===== src/rtl/buffered_uart.sv =====
// Buffered 8N1-style UART: register host port, TX/RX FIFOs and bit-level TX/RX FSMs.
// Define BUFF_UART_STATUS_EN to add a sticky status register at status_address.

module buffered_uart_fifo #(
    parameter int width = 8,
    parameter int depth = 8
) (
    input  logic             clock,
    input  logic             resetn,
    input  logic             push_i,
    input  logic             pop_i,
    input  logic [width-1:0] wdata_i,
    output logic [width-1:0] rdata_o,
    output logic             full_o,
    output logic             empty_o
);
    localparam int AW = $clog2(depth);

    logic [width-1:0] mem_q [depth];
    logic [AW-1:0]    wptr_q, rptr_q;
    logic [AW:0]      cnt_q;

    assign empty_o = (cnt_q == '0);
    assign full_o  = (cnt_q == (AW+1)'(depth));
    assign rdata_o = mem_q[rptr_q];

    // Callers only assert push/pop when legal; no accept logic lives here.
    always_ff @(posedge clock or negedge resetn) begin
        if (!resetn) begin
            wptr_q <= '0;
            rptr_q <= '0;
            cnt_q  <= '0;
        end else begin
            if (push_i) wptr_q <= wptr_q + 1'b1;
            if (pop_i)  rptr_q <= rptr_q + 1'b1;
            cnt_q <= cnt_q + (AW+1)'(push_i) - (AW+1)'(pop_i);
        end
    end

    always_ff @(posedge clock) begin
        if (push_i) mem_q[wptr_q] <= wdata_i;
    end
endmodule

module buffered_uart #(
    parameter int clock_freq = 50_000_000,
    parameter int baud_rate  = 115_200,
    parameter int width      = 8,
    parameter int addr_width = 8,
    parameter int rx_address = 3,
    parameter int tx_address = 4,
`ifdef BUFF_UART_STATUS_EN
    parameter int status_address = 5,
`endif
    parameter int fifo_depth = 8
) (
    input  logic                  clock,
    input  logic                  resetn,
    input  logic                  rx,
    output logic                  tx,
    input  logic [addr_width-1:0] active_address,
    input  logic                  read_enable,
    input  logic                  write_enable,
    input  logic [width-1:0]      data_in,
    output logic [width-1:0]      data_out,
    output logic                  data_out_valid,
    output logic                  tx_full,
    output logic                  rx_not_empty
);
    localparam int TPB = clock_freq / baud_rate;
    localparam int CW  = $clog2(TPB);
    localparam int BW  = (width > 1) ? $clog2(width) : 1;
    localparam logic [CW-1:0] TPB_LAST  = CW'(TPB - 1);
    localparam logic [CW-1:0] HALF_LAST = CW'(TPB / 2 - 1);
    localparam logic [BW-1:0] BIT_LAST  = BW'(width - 1);
    localparam logic [1:0] IDLE = 2'd0, START = 2'd1, DATA = 2'd2, STOP = 2'd3;

    logic             tx_sel, rx_sel;
    logic             txf_empty, txf_full, tx_wr, tx_pop;
    logic             rxf_empty, rxf_full, rx_wr, rx_push, rx_pop;
    logic [width-1:0] txf_rdata, rxf_rdata;

    logic [1:0]       txs_q, txs_d, rxs_q, rxs_d;
    logic [CW-1:0]    txc_q, txc_d, rxc_q, rxc_d;
    logic [BW-1:0]    txb_q, txb_d, rxb_q, rxb_d;
    logic [width-1:0] txsh_q, txsh_d, rxsh_q, rxsh_d;
    logic             rxs1_q, rxs2_q;
    logic [width-1:0] dout_q;
    logic             dv_q;

    assign tx_sel = read_enable  && (active_address == addr_width'(tx_address));
    assign rx_sel = write_enable && (active_address == addr_width'(rx_address));
    // A same-cycle pop frees a slot, so a full FIFO still accepts the push.
    assign tx_wr  = tx_sel && (!txf_full || tx_pop);
    assign rx_pop = rx_sel && !rxf_empty;
    assign rx_wr  = rx_push && (!rxf_full || rx_pop);

    assign tx_full        = txf_full;
    assign rx_not_empty   = !rxf_empty;
    assign data_out       = dout_q;
    assign data_out_valid = dv_q;
    assign tx = (txs_q == START) ? 1'b0 : (txs_q == DATA) ? txsh_q[0] : 1'b1;

    buffered_uart_fifo #(.width(width), .depth(fifo_depth)) u_txf (
        .clock, .resetn, .push_i(tx_wr), .pop_i(tx_pop), .wdata_i(data_in),
        .rdata_o(txf_rdata), .full_o(txf_full), .empty_o(txf_empty));

    buffered_uart_fifo #(.width(width), .depth(fifo_depth)) u_rxf (
        .clock, .resetn, .push_i(rx_wr), .pop_i(rx_pop), .wdata_i(rxsh_q),
        .rdata_o(rxf_rdata), .full_o(rxf_full), .empty_o(rxf_empty));

    always_comb begin
        txs_d  = txs_q;
        txc_d  = txc_q + 1'b1;
        txb_d  = txb_q;
        txsh_d = txsh_q;
        tx_pop = 1'b0;
        case (txs_q)
            IDLE: begin
                txc_d = '0;
                if (!txf_empty) begin
                    tx_pop = 1'b1; txsh_d = txf_rdata; txs_d = START;
                end
            end
            START: if (txc_q == TPB_LAST) begin
                txc_d = '0; txb_d = '0; txs_d = DATA;
            end
            DATA: if (txc_q == TPB_LAST) begin
                txc_d  = '0;
                txsh_d = txsh_q >> 1;
                txb_d  = txb_q + 1'b1;
                if (txb_q == BIT_LAST) txs_d = STOP;
            end
            default: if (txc_q == TPB_LAST) begin
                // Chain straight into the next start bit so bursts have no idle gap.
                txc_d = '0;
                txs_d = IDLE;
                if (!txf_empty) begin
                    tx_pop = 1'b1; txsh_d = txf_rdata; txs_d = START;
                end
            end
        endcase
    end

    always_comb begin
        rxs_d   = rxs_q;
        rxc_d   = rxc_q + 1'b1;
        rxb_d   = rxb_q;
        rxsh_d  = rxsh_q;
        rx_push = 1'b0;
        case (rxs_q)
            IDLE: begin
                rxc_d = '0;
                if (!rxs2_q) rxs_d = START;
            end
            START: if (rxc_q == HALF_LAST) begin
                rxc_d = '0; rxb_d = '0;
                rxs_d = rxs2_q ? IDLE : DATA;
            end
            DATA: if (rxc_q == TPB_LAST) begin
                rxc_d  = '0;
                rxsh_d = {rxs2_q, rxsh_q[width-1:1]};
                rxb_d  = rxb_q + 1'b1;
                if (rxb_q == BIT_LAST) rxs_d = STOP;
            end
            default: if (rxc_q == TPB_LAST) begin
                rxc_d   = '0;
                rxs_d   = IDLE;
                rx_push = rxs2_q;
            end
        endcase
    end

    always_ff @(posedge clock or negedge resetn) begin
        if (!resetn) begin
            txs_q <= IDLE; txc_q <= '0; txb_q <= '0; txsh_q <= '0;
            rxs_q <= IDLE; rxc_q <= '0; rxb_q <= '0; rxsh_q <= '0;
            rxs1_q <= 1'b1; rxs2_q <= 1'b1;
        end else begin
            txs_q <= txs_d; txc_q <= txc_d; txb_q <= txb_d; txsh_q <= txsh_d;
            rxs_q <= rxs_d; rxc_q <= rxc_d; rxb_q <= rxb_d; rxsh_q <= rxsh_d;
            rxs1_q <= rx;   rxs2_q <= rxs1_q;
        end
    end

`ifdef BUFF_UART_STATUS_EN
    logic             stat_sel, rx_ferr, ovr_q, ferr_q;
    logic [width-1:0] status_w;

    assign stat_sel = write_enable && (active_address == addr_width'(status_address));
    assign rx_ferr  = (rxs_q == STOP) && (rxc_q == TPB_LAST) && !rxs2_q;
    assign status_w = width'({(txs_q != IDLE), ferr_q, ovr_q, txf_full, !rxf_empty});

    // A new error in the same cycle as a status read stays visible.
    always_ff @(posedge clock or negedge resetn) begin
        if (!resetn) begin
            ovr_q  <= 1'b0;
            ferr_q <= 1'b0;
        end else begin
            ovr_q  <= (rx_push && !rx_wr) || (ovr_q && !stat_sel);
            ferr_q <= rx_ferr || (ferr_q && !stat_sel);
        end
    end
`endif

    always_ff @(posedge clock or negedge resetn) begin
        if (!resetn) begin
            dout_q <= '0;
            dv_q   <= 1'b0;
        end else begin
            dv_q <= rx_pop;
            if (rx_pop) dout_q <= rxf_rdata;
`ifdef BUFF_UART_STATUS_EN
            if (stat_sel) begin
                dv_q   <= 1'b1;
                dout_q <= status_w;
            end
`endif
        end
    end
endmodule


===== config.mk =====
export PLATFORM = sky130hd
export DESIGN_NAME = buffered_uart
export DESIGN_NICKNAME = d
export VERILOG_FILES = /design/src/rtl/buffered_uart.sv
export SDC_FILE = /design/constraint.sdc
export NUM_CORES = 1
export LEC_CHECK = 0
export CAP_MARGIN = 20
export CORE_MARGIN = 2
export CORE_UTILIZATION = 35
export CTS_CLUSTER_DIAMETER = 60
export DETAILED_ROUTE_END_ITERATION = 10
export PLACE_DENSITY = 0.56
export SETUP_SLACK_MARGIN = 0.5
export SLEW_MARGIN = 30
export SYNTH_ARGS = -nofsm -noshare
export SYNTH_HDL_FRONTEND = slang
export SYNTH_SLANG_ARGS = --single-unit

===== constraint.sdc =====
create_clock -name clock -period 6.9 [get_ports clock]
set_input_delay 1.38 -clock clock [delete_from_list [all_inputs] [get_ports clock]]
set_output_delay 1.38 -clock clock [all_outputs]
set_load 0.02 [all_outputs]

; ---- Yosys cells after proc, flatten, opt, wreduce, memory -nomap -nowiden
; Memories as Yosys holds them, arrays and structs flattened. A register that Yosys moved wholly into a read port is not among the register bits.
; Index checks and enable logic that the tools add are counted.
[totals]
latch_bits = 0
ff_bits = 67
ram_bits = 128
output_inout_bits = 12
inputBits = 21
word_cells = 120
romBits = 0
memories = 2
[op_classes]
mux = 40
bitwise_logic = 1
order_cmp = 0
n_reduce_logical = 27
eq_ne = 21
n_shift = 0
add_sub_neg = 12
multipliers = 0
n_div = 0
[memory_table]
columns = name, words, word_bits, read_ports, rd_ports_with_merged_regs, write_ports, line
row1 = u_rxf.mem_q, 8, 8, 1, 1, 1, 19  ; logic [width-1:0] mem_q [depth];
row2 = u_txf.mem_q, 8, 8, 1, 0, 1, 19
[op_table]
columns = operator, count
row1 = 9-bit two-way mux, 4
row2 = 8-bit two-way mux, 3
row3 = 8-bit case mux with 3 select lines, 1
row4 = 2-bit two-way mux, 11
row5 = "3-bit by 1-bit adder with 3-bit output, second input constant", 6
row6 = "9-bit by 1-bit adder with 9-bit output, second input constant", 2
row7 = "9-bit == test, second input constant", 2
row8 = 9-bit case mux with 2 select lines, 1
row9 = 3-bit two-way mux, 4
row10 = 2-bit case mux with 3 select lines, 2
row11 = 3-bit case mux with 2 select lines, 2
row12 = 1-bit two-way mux, 11
row13 = "2-bit inequality test, second input constant", 5
row14 = 5-bit AND reduction, 2
row15 = "9-bit by 8-bit == test with 1-bit output, second input constant", 1
row16 = 3-bit AND reduction, 3
row17 = 4-bit by 1-bit adder with 4-bit output, 2
row18 = "4-bit == test, second input constant", 2
row19 = "8-bit by 2-bit == test with 1-bit output, second input constant", 1
row20 = "8-bit by 3-bit == test with 1-bit output, second input constant", 1
row21 = 4-bit zero test, 2
row22 = 4-bit by 1-bit subtractor with 4-bit output, 2
row23 = "3-bit == test, second input constant", 2
row24 = "2-bit by 1-bit inequality test with 1-bit output, second input constant", 3
row25 = other kinds (13), 26

; ---- Depth between registers and ports, before layout
[depth]
depth_word = 8
mapped_depth = 11
mapped_depth_nobuf = 11

; ---- By module
; A second synthesis with hierarchy kept.
[unflattened]
cells_unflattened = 514
hier_area_um2 = 8757.1
[by_module_without_submodules]
columns = mod, instances, cells_each, area_each_um2, seq_area_each_um2
row1 = buffered_uart_fifo, 2, 147, 3042.9, 2172.1
row2 = buffered_uart, 1, 220, 2671.3, 1378.8

; ---- Worst setup path before layout
; OpenSTA, ideal clock, no wires.
[synth_path]
path_kind = input-to-reg
start = input port active_address[5]
end = memory u_rxf.mem_q[0][0], enable pin
setup_time_ps = 395
path_stages = 5
setup_slack_ps = 3206
arrival_time_ps = 3300
path_buffers = 1
t_required_ps = 6505
path_cell_list = or4_4 -> nor4_4 -> o211ai_1 -> buf_2 -> nor4_1
[synth_via]
elab_chain_len = 7
[synth_rtl]
columns = item, line
row1 = from (decl), 61  ; input logic [addr_width-1:0] active_address,
row2 = 8-bit by 2-bit == test with 1-bit output, 92  ; assign rx_sel = write_enable && (active_address == addr_width'(rx_address));
row3 = 1-bit logical AND, 92
row4 = 1-bit logical AND, 95  ; assign rx_pop = rx_sel && !rxf_empty;
row5 = 1-bit logical OR, 96  ; assign rx_wr = rx_push && (!rxf_full || rx_pop);
row6 = 1-bit logical AND, 96
row7 = 1-bit two-way mux, 41  ; if (push_i) mem_q[wptr_q] <= wdata_i;
row8 = 1-bit two-way mux (not written as such), 41
row9 = to (decl), 19
; Every way passes these cells.

; ---- Final worst setup path
[layout_path]
start = input port active_address[5]
end = memory u_rxf.mem_q[2][1], enable pin
; The elaborated chain is that of the path after synthesis.

==> flow_metrics.tcl <==
set metrics [dict create \
    number_of_warnings_issued_by_yosys 0 \
    fillCellCount 2152 \
    cts-buffers-inserted 25 \
    cellLeakagePower_nw 3.960 \
    worst_slack_ns 2.972 \
    post_drt_via_cell_ratio 4.868 \
    seq_power_share 0.487 \
    portBuffers 32 \
    maxCapViolCount 0 \
    critical_path_arrival_ns 4.16 \
    setup.reg_to_reg.worst_slack_ns 3.98 \
    dpl.hpwl_um 10590 \
    vias 4547 \
    firstDrtPassIters 4 \
    outcome "finished, final reports clean" \
    finalCritPeriodShare 0.5693 \
    layout.cells.most_common_list "128 x sky130_fd_sc_hd__edfxtp_1, 71 x sky130_fd_sc_hd__dfrtp_1, 36 x sky130_fd_sc_hd__nor2_1" \
    postSynthNetCount 593 \
    setup.worst_path.start_class "primary input" \
    clock_power_share 0.474 \
    dpl_worst_slack_ns 2.378 \
    seq_area_frac_synth 0.6594 \
    post_cts_hold_buffer_count 0 \
    fp.coreArea_um2 24320 \
    total_power_divided_by_cell_area_nw_per_um2 264.6 \
    synthesized_area_um2 8680 \
    clkLatencyLatePin_ns 0.52 \
    clkSinkCount 203 \
    cts_setup_buffers 0 \
    final_util 0.4227 \
    main_flop_type_after_synthesis "sky130_fd_sc_hd__edfxtp_1" \
    antenna_found_initial 0 \
    finish.cell_count_without_fillers 934 \
    routed_wl_um 15590 \
    fin_worst_skew_ns 0.01170 \
    gp_congestion 0.7613 \
    numPlacedInstances 887 \
    worst_hold_path.num_cells 0 \
    cts-resized-gates 0 \
    first_global_vias 4807 \
    p_int_mw 2.160 \
    irDropWorstVdd_uv 178.0 \
    die_span_in_y_um 161.5 \
    maxSlewHeadroom 0.3742 \
    netSwitchingPower_mw 0.5596 \
    chipWidth_um 161.5 \
    accumulated_negative_setup_slack_ns 0 \
    critPathRequiredTime_ns 7.13 \
    finalHoldViolations 0 \
    power.share.switching 0.2057 \
    clock_pin_transition_on_the_worst_setup_and_hold_timing_paths_ns 0.06 \
    total_power_mw 2.720 \
    rsz0062_at_grt "no" \
    final_common_cell "sky130_fd_sc_hd__edfxtp_1" \
    fp.dieArea_um2 26070 \
    grt_max_degree 35 \
    r2r_cells 8 \
    grt_pass1_wl_um 25630 \
    ioPinCount 33 \
    remaining_drc_errors 0 \
    worst_setup_path_category "in -> reg" \
    clock_path_buffers 3 \
    final-seq-area_um2 5725 \
    report.final.setup_viol 0 \
    drtIter0Drc 303 \
    crit_end_category "flip-flop" \
    final_layout_size_suffix_gt1_frac 0.2000 \
    synthDistinctLibCells 56 \
    insertedDiodeCount 0 \
    row_count 57 \
    grt_overflow 0 \
    number_of_enable_flip_flop_cells_after_synthesis 128 \
    tightestPinTransition_ns 0.9301 \
    timing.critical_path.fanout_max 6 \
    yosys_register_bits 203 \
    tritoncts "done" \
    f_max_mhz 254.6 \
    synth-async-reset-ratio 0.3695 \
    drt.antenna.violating_nets 0 \
    post_synth_inst_count 541 \
    cts_htree_levels 1 \
    route.detailed.wl_per_inst_um 16.69 \
    root_buffer "sky130_fd_sc_hd__clkbuf_16" \
    initial_core_util 0.3569 \
    hold_path_class "reg -> reg" \
    finish.net_count 643 \
    period_needed_ns 3.928 \
    comb_power_share 0.040 \
    multi_input_comb_area_um2 2756 \
    finalMaxSlewViolations 0 \
    synth_area_per_cell_um2 16.04 \
    layout-area-overhead-vs-synth_pct 18.44 \
    grt.total_usage 0.1241 \
]
[path summary, 6_finish.rpt]
| kind | from | to |
|---|---|---|
| max | active_address[5] | u_rxf.mem_q[2][1]$_DFFE_PP_ |
| min | rxs1_q$_DFF_PN1_ | rxs2_q$_DFF_PN1_ |
| max reg2reg | rxc_q[1]$_DFF_PN0_ | u_rxf.mem_q[2][1]$_DFFE_PP_ |
| min reg2reg | rxs1_q$_DFF_PN1_ | rxs2_q$_DFF_PN1_ |
| max in group asynchronous | resetn | u_txf.rptr_q[0]$_DFFE_PN0N_ |
| min in group asynchronous | resetn | data_out[3]$_DFFE_PN0P_ |
[layout make-up]
| class | instances | share of cell area |
|---|---|---|
| flip-flops and latches | 203 | 0.5570 |
| multi-input cells | 284 | 0.2681 |
| clock buffers | 37 | 0.07327 |
| repair buffers | 42 | 0.04041 |
| well taps | 324 | 0.03944 |
| inverters | 35 | 0.01278 |
| clock inverters | 9 | 0.009007 |
[critical path, stage by stage]
cell and delay, ns:
sky130_fd_sc_hd__clkdlybuf4s50_1 0.42, sky130_fd_sc_hd__or4_4 0.58, sky130_fd_sc_hd__nor4_4 0.26, sky130_fd_sc_hd__o211ai_1 0.26, sky130_fd_sc_hd__buf_2 0.27, sky130_fd_sc_hd__nor4_1 0.72, sky130_fd_sc_hd__buf_4 0.27
[registers in the layout, summed over array words and instances (netlist names)]
signal / flops
rxs1_q: 1
u_rxf.wptr_q: 3
data_out: 8
u_rxf.rptr_q: 3
txsh_q: 8
rxb_q: 3
rxs_q: 2
u_txf.wptr_q: 3
txb_q: 3
rxc_q: 9
txc_q: 9
u_txf.rptr_q: 3
u_txf.mem_q: 64
data_out_valid: 1
u_rxf.cnt_q: 4
rxs2_q: 1
rxsh_q: 8
txs_q: 2
u_rxf.mem_q: 64
u_txf.cnt_q: 4
[synth_stat cells, types with 3 or more instances]
cell type	count	area share
sky130_fd_sc_hd__dfrtp_1	73	0.21
sky130_fd_sc_hd__nor4bb_1	3	0.0035
sky130_fd_sc_hd__nand3_1	7	0.0040
sky130_fd_sc_hd__nor3_1	7	0.0040
sky130_fd_sc_hd__and3_1	3	0.0022
sky130_fd_sc_hd__nor2_1	36	0.016
sky130_fd_sc_hd__nor3b_1	4	0.0035
sky130_fd_sc_hd__a21o_1	3	0.0026
sky130_fd_sc_hd__edfxtp_1	128	0.44
sky130_fd_sc_hd__ha_1	29	0.042
sky130_fd_sc_hd__and4b_1	5	0.0058
sky130_fd_sc_hd__a21oi_1	14	0.0081
sky130_fd_sc_hd__mux2i_1	17	0.020
sky130_fd_sc_hd__nand2_1	19	0.0082
sky130_fd_sc_hd__nand4_1	4	0.0029
sky130_fd_sc_hd__xnor2_1	14	0.014
sky130_fd_sc_hd__clkbuf_1	4	0.0017
sky130_fd_sc_hd__inv_1	35	0.015
sky130_fd_sc_hd__mux4_2	32	0.083
sky130_fd_sc_hd__nor4_1	6	0.0043
sky130_fd_sc_hd__buf_2	9	0.0052
sky130_fd_sc_hd__buf_1	4	0.0017
sky130_fd_sc_hd__mux2_2	21	0.027
sky130_fd_sc_hd__o21ai_0	10	0.0058
sky130_fd_sc_hd__xor2_1	12	0.012
[layer usage]
layer	share of wire	vias to the layer above	track usage	wire length [um]
met5	0	-	0	0
met4	0.020	0	0.03612	313
met3	0.048	24	0.02388	745
met2	0.50	79	0.2127	7744
met1	0.44	2302	0.1608	6789
li1	-	2142	-	-
[power groups by stage]
| stage | Sequential [mW] | Clock [mW] | Combinational, mW |
|---|---|---|---|
| after floorplan | 1.35 | 0 | 0.0622 |
| after global placement | 1.35 | 0 | 0.103 |
| after detailed placement | 1.35 | 0 | 0.109 |
| after CTS | 1.32 | 1.33 | 0.110 |
| after global routing | 1.33 | 1.38 | 0.125 |
| final | 1.32 | 1.29 | 0.108 |
[through the flow]
stage,hold WS [ns],instance area (um2)
floorplan,0.3452,8680
global placement,0.3481,9368
detailed placement,0.3504,9410
CTS,0.3588,10260
global route,0.3625,10280
finish,0.3580,10280
[cells by family after synthesis]
| kind of cell | share of synthesized area |
|---|---|
| buffers and inverters | 0.02595 |
| multiplexers | 0.1299 |
| XOR/XNOR | 0.02624 |
| flip-flops | 0.6594 |
| AO/OA/AOI/OAI | 0.03503 |
| AND/OR/NAND/NOR | 0.07712 |
| adder cells (fa/ha/maj) | 0.04642 |
Power figures use the tool's default switching activity.
